File: config.mk
export PLATFORM = sky130hd
export DESIGN_NAME = rv32v_element_sequencer
export DESIGN_NICKNAME = d
export VERILOG_FILES = /design/src/rtl/rv32v_element_sequencer.sv
export SDC_FILE = /design/constraint.sdc
export NUM_CORES = 1
export LEC_CHECK = 0
export ABC_AREA = 1
export BUFFER_PORTS_ARGS = -buffer_cell sky130_fd_sc_hd__buf_2
export CAP_MARGIN = 30
export CORE_ASPECT_RATIO = 1.4
export CORE_MARGIN = 4
export CORE_UTILIZATION = 59
export DETAILED_ROUTE_END_ITERATION = 10
export MAX_ROUTING_LAYER = met4
export PLACE_DENSITY = 0.89
export SLEW_MARGIN = 20
export SYNTH_ARGS = -nofsm -noshare
export SYNTH_HDL_FRONTEND = slang
export SYNTH_SLANG_ARGS = --single-unit
File: constraint.sdc
create_clock -name CLK -period 3.8 [get_ports CLK]
set_clock_uncertainty 0.1 [all_clocks]
set_input_delay 0.19 -clock CLK [delete_from_list [all_inputs] [get_ports CLK]]
set_output_delay 0.19 -clock CLK [all_outputs]
set_load 0.03 [all_outputs]
File: src/rtl/rv32v_element_sequencer.sv
// Vector element sequencer. Sits between vector decode and vector execute,
// latching one decoded instruction and walking its element indices two per
// cycle (lane 0 = idx, lane 1 = idx+1). Each group carries lane offsets, the
// v0 mask bits of the lanes and per-lane write enables. The sequencer also
// handles execute backpressure, flush, tail elements and vstart-resumed
// instructions.
module rv32v_element_sequencer #(
  parameter int VLMAX = 128,
  parameter int IDXW  = 8
) (
  input  logic              CLK,
  input  logic              RST,
  input  logic              start,
  input  logic [31:0]       vl,
  input  logic [31:0]       vstart,
  input  logic              is_masked,
  input  logic [VLMAX-1:0]  v0_bits,
  input  logic              stall,
  input  logic              flush,
  output logic              ready,
  output logic              busy,
  output logic [IDXW-1:0]   woffset0,
  output logic [IDXW-1:0]   woffset1,
  output logic              mask0,
  output logic              mask1,
  output logic [1:0]        wen,
  output logic              last,
  output logic              done,
  output logic              vstart_clr
);

  typedef enum logic [1:0] {
    S_IDLE = 2'd0,
    S_RUN  = 2'd1,
    S_FIN  = 2'd2
  } state_t;

  // Architectural state of the instruction in flight.
  state_t             state_q;
  logic [IDXW-1:0]    idx_q;
  logic [IDXW-1:0]    vl_q;
  logic [VLMAX-1:0]   v0_q;
  logic               masked_q;

  // Registered control outputs, updated together with the state.
  logic               ready_q;
  logic               busy_q;
  logic               done_q;

  // Start-time values: vl clamped to VLMAX with a full 32-bit compare, and
  // the empty test done against the clamped length with the full vstart so
  // that a huge vstart cannot alias onto a small index.
  logic               vl_over_d;
  logic [IDXW-1:0]    vl_clamp_d;
  logic               empty_d;

  // Group arithmetic is done one bit wider than the index so idx+1 and
  // idx+2 never wrap at VLMAX.
  logic [IDXW:0]      idx_ext;
  logic [IDXW:0]      vl_ext;
  logic [IDXW:0]      idx_p1;
  logic [IDXW:0]      idx_p2;
  logic               lane0_act;
  logic               lane1_act;
  logic               last_d;

  // v0 bits for the two lanes of the current group. Shifting instead of
  // indexing keeps lane 1 legal when idx+1 == VLMAX; such a lane is
  // inactive anyway, so the shifted-in zero is never consumed.
  logic [1:0]         v0_pair;

  // Write kill: a flush (or reset) cycle must not commit any element.
  logic               kill;

  assign vl_over_d  = (vl > 32'(VLMAX));
  assign vl_clamp_d = vl_over_d ? IDXW'(VLMAX) : vl[IDXW-1:0];
  assign empty_d    = (vstart >= {{(32-IDXW){1'b0}}, vl_clamp_d});

  assign idx_ext    = {1'b0, idx_q};
  assign vl_ext     = {1'b0, vl_q};
  assign idx_p1     = idx_ext + 1'b1;
  assign idx_p2     = idx_ext + 2'd2;
  assign lane0_act  = (idx_ext < vl_ext);
  assign lane1_act  = (idx_p1 < vl_ext);
  assign last_d     = (idx_p2 >= vl_ext);

  assign v0_pair    = 2'(v0_q >> idx_q);
  assign kill       = flush | RST;

  // Group outputs are derived from the held state, so a stall keeps them
  // stable for free; only wen is additionally cut by a flush/reset cycle.
  assign ready      = ready_q;
  assign busy       = busy_q;
  assign done       = done_q;
  assign vstart_clr = done_q;
  assign woffset0   = idx_q;
  assign woffset1   = idx_p1[IDXW-1:0];
  assign mask0      = busy_q & lane0_act & v0_pair[0];
  assign mask1      = busy_q & lane1_act & v0_pair[1];
  assign wen[0]     = busy_q & lane0_act & (~masked_q | v0_pair[0]) & ~kill;
  assign wen[1]     = busy_q & lane1_act & (~masked_q | v0_pair[1]) & ~kill;
  assign last       = busy_q & last_d;

  // Sequencer FSM: reset, then flush, then the per-state transitions.
  always_ff @(posedge CLK) begin
    if (RST) begin
      state_q  <= S_IDLE;
      idx_q    <= '0;
      vl_q     <= '0;
      v0_q     <= '0;
      masked_q <= 1'b0;
      ready_q  <= 1'b1;
      busy_q   <= 1'b0;
      done_q   <= 1'b0;
    end else if (flush) begin
      // Abort wins over stall and start; no completion pulse is produced.
      state_q  <= S_IDLE;
      idx_q    <= '0;
      ready_q  <= 1'b1;
      busy_q   <= 1'b0;
      done_q   <= 1'b0;
    end else begin
      case (state_q)
        S_IDLE: begin
          if (start) begin
            vl_q     <= vl_clamp_d;
            idx_q    <= vstart[IDXW-1:0];
            v0_q     <= v0_bits;
            masked_q <= is_masked;
            ready_q  <= 1'b0;
            if (empty_d) begin
              // Nothing to issue: complete straight away.
              state_q <= S_FIN;
              busy_q  <= 1'b0;
              done_q  <= 1'b1;
            end else begin
              state_q <= S_RUN;
              busy_q  <= 1'b1;
              done_q  <= 1'b0;
            end
          end
        end
        S_RUN: begin
          if (!stall) begin
            if (last_d) begin
              state_q <= S_FIN;
              busy_q  <= 1'b0;
              done_q  <= 1'b1;
            end else begin
              idx_q   <= idx_p2[IDXW-1:0];
            end
          end
        end
        S_FIN: begin
          // Single completion cycle; ready only returns afterwards so a new
          // start can never coincide with done.
          state_q <= S_IDLE;
          ready_q <= 1'b1;
          done_q  <= 1'b0;
        end
        default: begin
          state_q <= S_IDLE;
          ready_q <= 1'b1;
          busy_q  <= 1'b0;
          done_q  <= 1'b0;
        end
      endcase
    end
  end

endmodule

Yosys cells after proc, flatten, opt, wreduce, memory -nomap -nowiden --
Cells that the tools add are included.
Operators by class: bitwise operators 17, shift operators 1, add/sub/neg operators 2, order comparisons 5, reductions and logical operators 8, muxes and demuxes 22, eq/ne operators 6
Operators by type and width (number):
- $shr A128 B8 Y2 | 1
- $ge A32 B8 Y1 | 1
- $gt A32 B8 Y1 const B | 1
- $mux W8 | 4
- $pmux W8 S2 | 1
- $add A8 B1 Y9 const B | 1
- $add A8 B2 Y9 const B | 1
- $and A1 B1 Y1 | 9
- $ge A9 B8 Y1 | 1
- $lt A9 B8 Y1 | 1
- $mux W1 | 9
- $lt A8 B8 Y1 | 1
- $mux W2 | 4
- $ne A2 B2 Y1 const B | 4
- $reduce_and A4 Y1 | 2
- $reduce_and A3 Y1 | 2
- $not A1 Y1 | 5
- $pmux W1 S2 | 2
- $pmux W2 S2 | 1
- $or A1 B1 Y1 | 3
- $pmux W1 S3 | 1
- $eq A2 B1 Y1 const B | 1
- $eq A2 B2 Y1 const B | 1
- $logic_not A2 Y1 | 1
- other kinds (3) | 3
Storage, ports and cells: output and inout bits 25, word-level logic and storage cells 69, input bits 198, register bits 150

Depth between registers and ports, before layout --
depth after elaboration 6, mapped depth 19, depth with buffers taken out 19

Worst setup path before layout --
OpenSTA, ideal clock, no wires.
kind flip-flop to output port, from register idx_q[2] (netlist: woffset0[2]), to output port wen[1], slack 0.437 ns, arrival 3.073 ns, path buffers 0, required time 3.510 ns, stages on the path, launching flop included 14, cell sequence dfxtp_1 > ha_1 > nand2_1 > nor2_1 > a21oi_1 > a21oi_1 > nand2_1 > o21ai_0 > ha_1 > nand4_1 > nor2_1 > nor2_1 > nand4_1 > a21oi_1
Between the ends: word-level cells in the longest chain between the ends 5, elaborated cells on any way between the ends 7, classes of those cells 1 x add/sub; 1 x order compare; 1 x shift; 4 x bitwise
Ends and longest elaborated chain:
- start: declaration | RTL line 40 | logic [IDXW-1:0] idx_q;
- start signal: assignment | RTL line 127 | idx_q <= vstart[IDXW-1:0];
- start signal: assignment | RTL line 150 | idx_q <= idx_p2[IDXW-1:0];
- $add A8 B1 Y9 | RTL line 81 | assign idx_p1 = idx_ext + 1'b1;
- via woffset1[7] | RTL line 23 | output logic [IDXW-1:0] woffset1,
- $lt A9 B8 Y1 | RTL line 84 | assign lane1_act = (idx_p1 < vl_ext);
- $and A1 B1 Y1 (3 in a row) | RTL line 101 | assign wen[1] = busy_q & lane1_act & (~masked_q | v0_pair[1]) & ~kill;
- end: declaration | RTL line 26 | output logic [1:0] wen,
The timed path passes the listed nets, and every way through them passes these cells.

Final worst setup path --
from register idx_q[2] (netlist: woffset0[2]), to output port wen[1]
Between the ends: word-level cells in the longest chain between the ends 5, elaborated cells on any way between the ends 7, classes of those cells 1 x add/sub; 1 x order compare; 1 x shift; 4 x bitwise
Ends and longest elaborated chain (RTL line):
- $add A8 B1 Y9 | 81
- $lt A9 B8 Y1 | 84
- $and A1 B1 Y1 | 101
- $and A1 B1 Y1 (*) (2 in a row) | 101
Every way passes the cells marked *; elsewhere a longest branch is shown, timed or not.

==> impl_summary.md <==
Outcome
The run finished, with violations left. The final reports fail on negative hold slack.

Setup path
The endpoint kind of the worst setup timing path is an output pin. The signal on the critical path passes through ha_1 -> nand2_1 -> nor2_1 -> a21oi_1 -> a21oi_1 -> nand2_1 -> o21ai_0 -> ha_1 -> nand4_1 -> nor2_1 -> nor2_1 -> nand4_1 -> a21oi_1 -> buf_2. The maximum fanout along the worst path is 6. For this design, the slowest cell found on the critical path is sky130_fd_sc_hd__dfxtp_1. The startpoint of the worst register-to-register path is woffset0[3]. The endpoint of the worst-slack reg-to-reg timing path is woffset0[7].

The critical path data arrival time is 3.12 ns. At the worst endpoint, the required time is 3.51 ns. On the worst path, the slowest cell contributes a delay of 0.50 ns. The reg2reg setup slack is 0.81 ns. Measured in cells, the most critical reg-to-reg path has a length of 14. The critical path startpoint category is a flop. The setup path with the least slack is of type flop to output pin.

GRT
The via count of the first global-routing pass came to 10900. The number of antenna violations at the first check in global routing is 0. Global routing consumed, over all layers together, 39.7% of the routing resources. After global routing the overflow that remains totals 0.

The wire length of the first global-routing pass is 54.2 mm. Entering global routing, the biggest net connects 138 pins.

Worst hold path
The hold path depth is 3. The start point of the worst min-delay path is v0_bits[2]. The worst min-delay path endpoint is v0_q[2]. The class of the tightest hold or removal check is input port to flop.

Clock tree
In this run the deepest clock path goes through 2 buffers. The count of hold buffers inserted by post-cts repair is 117. CTS built an H-tree with a depth of 4. Clock-pin slew was measured on the worst setup and hold paths at 0.06 ns.

Once the clock tree was built, the setup fixing pass inserted 0 buffers. The tree is rooted in a sky130_fd_sc_hd__clkbuf_16. Once the clock tree was built, the resizer swapped 0 gates to a different size. The clock tree from TritonCTS is done. For this design, the sink count on the clock tree is 149. The number of clock buffers added by TritonCTS is 17. The insertion delay of the later-clocked pin in the worst-skew pair is 0.43 ns.

Yosys
Yosys mapped the design onto 40 distinct sky130hd cell types. The count of flip-flops with a built-in enable after synthesis is 0. Among all cell types in the netlist, the one instantiated most often is sky130_fd_sc_hd__nand2_1.

The register area share after synthesis is 32.6%. The share of the synthesized area in the top cell type is 32.6%. The synthesized instance count is 1430. For this run, the number of Yosys warnings is 0.

By area the synthesized netlist is led by sky130_fd_sc_hd__dfxtp_1, sky130_fd_sc_hd__nand2_1, sky130_fd_sc_hd__o21ai_0. The area of the mapped netlist is 9140 sq um. The dominant combinational cell family by area after synthesis is simple AND/OR/NAND/NOR gates. The total of flip-flops plus latches after synthesis is 149. The primary flip-flop cell chosen by synthesis mapping is sky130_fd_sc_hd__dfxtp_1. In this run the mean area of a mapped cell was 6.39 sq um. Counting every net in the synthesized netlist gives 1661.

The share of synthesized registers carrying an async set or reset is 0%. Summing the areas of all fa, ha and maj instances in the mapped netlist gives 4.52% of the synthesized area. Summing the areas of all xor and xnor instances in the mapped netlist gives 0.479% of the synthesized area. After synthesis, the most frequently instantiated cells are sky130_fd_sc_hd__nand2_1, sky130_fd_sc_hd__o21ai_0, sky130_fd_sc_hd__a21oi_1.

The basic-gate share of the synthesized area counting and, or, nand and nor cells is 28.6%. The biggest area contributor in the post-synthesis netlist is sky130_fd_sc_hd__dfxtp_1. The share of cell area taken by muxes after synthesis is 0%. The synthesized-area fraction occupied by ao, oa, aoi and oai cells is 21.8%.

Route
The wire length on met3 is 3.01 mm. The highest layer touched by signal routing is met4. The wire length per cell is 18.2 um. The detailed router finished its first iteration with 1297 violations. The routed design uses 16.8 mm of met2 wire.

The first TritonRoute pass finished after 8 iterations. The remaining antenna violation count after routing is 0. The wire length on met1 is 11.9 mm. The ratio of routed vias to standard cells is 5.97. For this run, design rule violations remaining after detail routing come to 0. Wires add up to 34.8 mm. The detailed-route via count is 11400.

STA
The count of final max-slew check failures came to 0. The total negative setup slack is 0 ns. The fmax is 294 MHz.

The slew at the pin closest to its max-slew limit is 0.733 ns. The shortest clock period the worst path allows after layout is 3.41 ns. Setup violations remaining at the end of the flow were counted as 0. The final hold slack is -0.0247 ns. Setup repair after global routing left no endpoint under its margin. In this run the tightest slew margin relative to its limit is 51.1%. The final cycle utilization of the critical path is 89.6%. The final count of hold timing violations is 4.

Finish
The area growth from synthesis to layout is 30.6%. The net total in the final layout is 1939. The core occupancy in the finished layout is 78.9%. The number of antenna diodes in the final layout is 0. The finished cells cover 11900 sq um. The post-route netlist has 17.7% of its cells at a drive strength greater than 1.

Floorplanning
The total die area is 17600 sq um. After floorplanning, the core was divided into 53 placement rows. The effective utilization at floorplan is 60.4%. The die width is 113 um. 223 I/O pins were placed. In this run the vertical extent of the chip is 155 um. The core region is 15100 sq um.

Place
The congestion estimate from routability-driven global placement came to 1.06. In this run the tool buffered the top-level ports with 222 buffer cells. Once placement finished, the instance area stood at 10100 sq um.

The half-perimeter wire length after placement is 21.6 mm.

Power
The worst IR drop on VDD is 0.252 mV. The power density over the cells is 363 nW/um^2. Overall power consumption after layout is estimated at 4.34 mW. The leakage power is 5.62 nW.

Run
Max-cap violations in this run came to 0.
==> cells in the final DEF, fill, tap and decap left out, drive strengths merged, types with 16 or more instances in the layout <==
cell type    Yosys  layout
a21oi          159     159
buf             64     239
clkbuf          33      17
dfxtp          149     149
dlygate4sd3      0     117
ha              33      33
inv            151     156
nand2          329     329
nand3          130     130
nand4           16      16
nor2           115     115
o211ai          24      24
o21ai          190     190
==> state kept, by name (all words and copies together), names as in the netlist <==
| name | flops |
|---|---|
| busy | 1 |
| masked_q | 1 |
| ready | 1 |
| state_q | 2 |
| v0_q | 128 |
| vl_q | 8 |
| woffset0 | 8 |
==> layout make-up <==
class,count,area [sq um]
Clock buffer,17,425
Clock inverter,15,173
Fill cell,1018,3190
Inverter,153,582
Multi-Input combinational cell,1031,5070
Sequential cell,149,2990
Tap cell,192,240
Timing Repair Buffer,356,2450
==> worst max path at each step <==
stage	start	end	slack, ns
after floorplan	woffset0[2]	wen[1]	0.44
after global placement	woffset0[2]	wen[1]	0.96
after detailed placement	woffset0[3]	woffset0[2]	0.91
after CTS	woffset0[2]	wen[1]	0.44
after global routing	woffset0[2]	wen[1]	0.14
final	woffset0[2]	wen[1]	0.39
==> metrics by stage <==
stage                     setup slack (ns)  hold WS [ns]  instances
final                                0.393       -0.0247       1913
after global routing                 0.140       0.00178       1913
after CTS                            0.442      0.000100       1911
after detailed placement             0.906         0.318       1762
after global placement               0.957         0.312       1762
after floorplan                      0.437         0.225       1430
==> power breakdown <==
group	internal [mW]	total (mW)	switching, mW
combinational	0.357	0.877	0.520
clock	0.985	1.73	0.746
sequential	1.67	1.73	0.0628
total	3.01	4.34	1.33
==> routing by layer <==
| metal | up-vias | global-route usage (%) |
|---|---|---|
| li1 | 5262 | - |
| met1 | 5164 | 41.5 |
| met2 | 760 | 65.9 |
| met3 | 228 | 8.29 |
| met4 | 0 | 28.9 |
| met5 | - | - |
==> worst max-delay path, delay by kind of cell (launching register included) <==
| kind | cells | cell delay, ns |
|---|---|---|
| compound gates | 4 | 0.62 |
| fa+ha+maj | 2 | 0.54 |
| buf+inv | 1 | 0.21 |
| flops | 1 | 0.50 |
| simple gates | 7 | 0.80 |
==> cell families after synthesis <==
group                    after synthesis
AO/OA/AOI/OAI                        379
adder cells (fa/ha/maj)               33
buffers and inverters                250
flip-flops                           149
XOR/XNOR                               5
AND/OR/NAND/NOR                      614
Note: power is estimated with default switching activity, not from simulation.
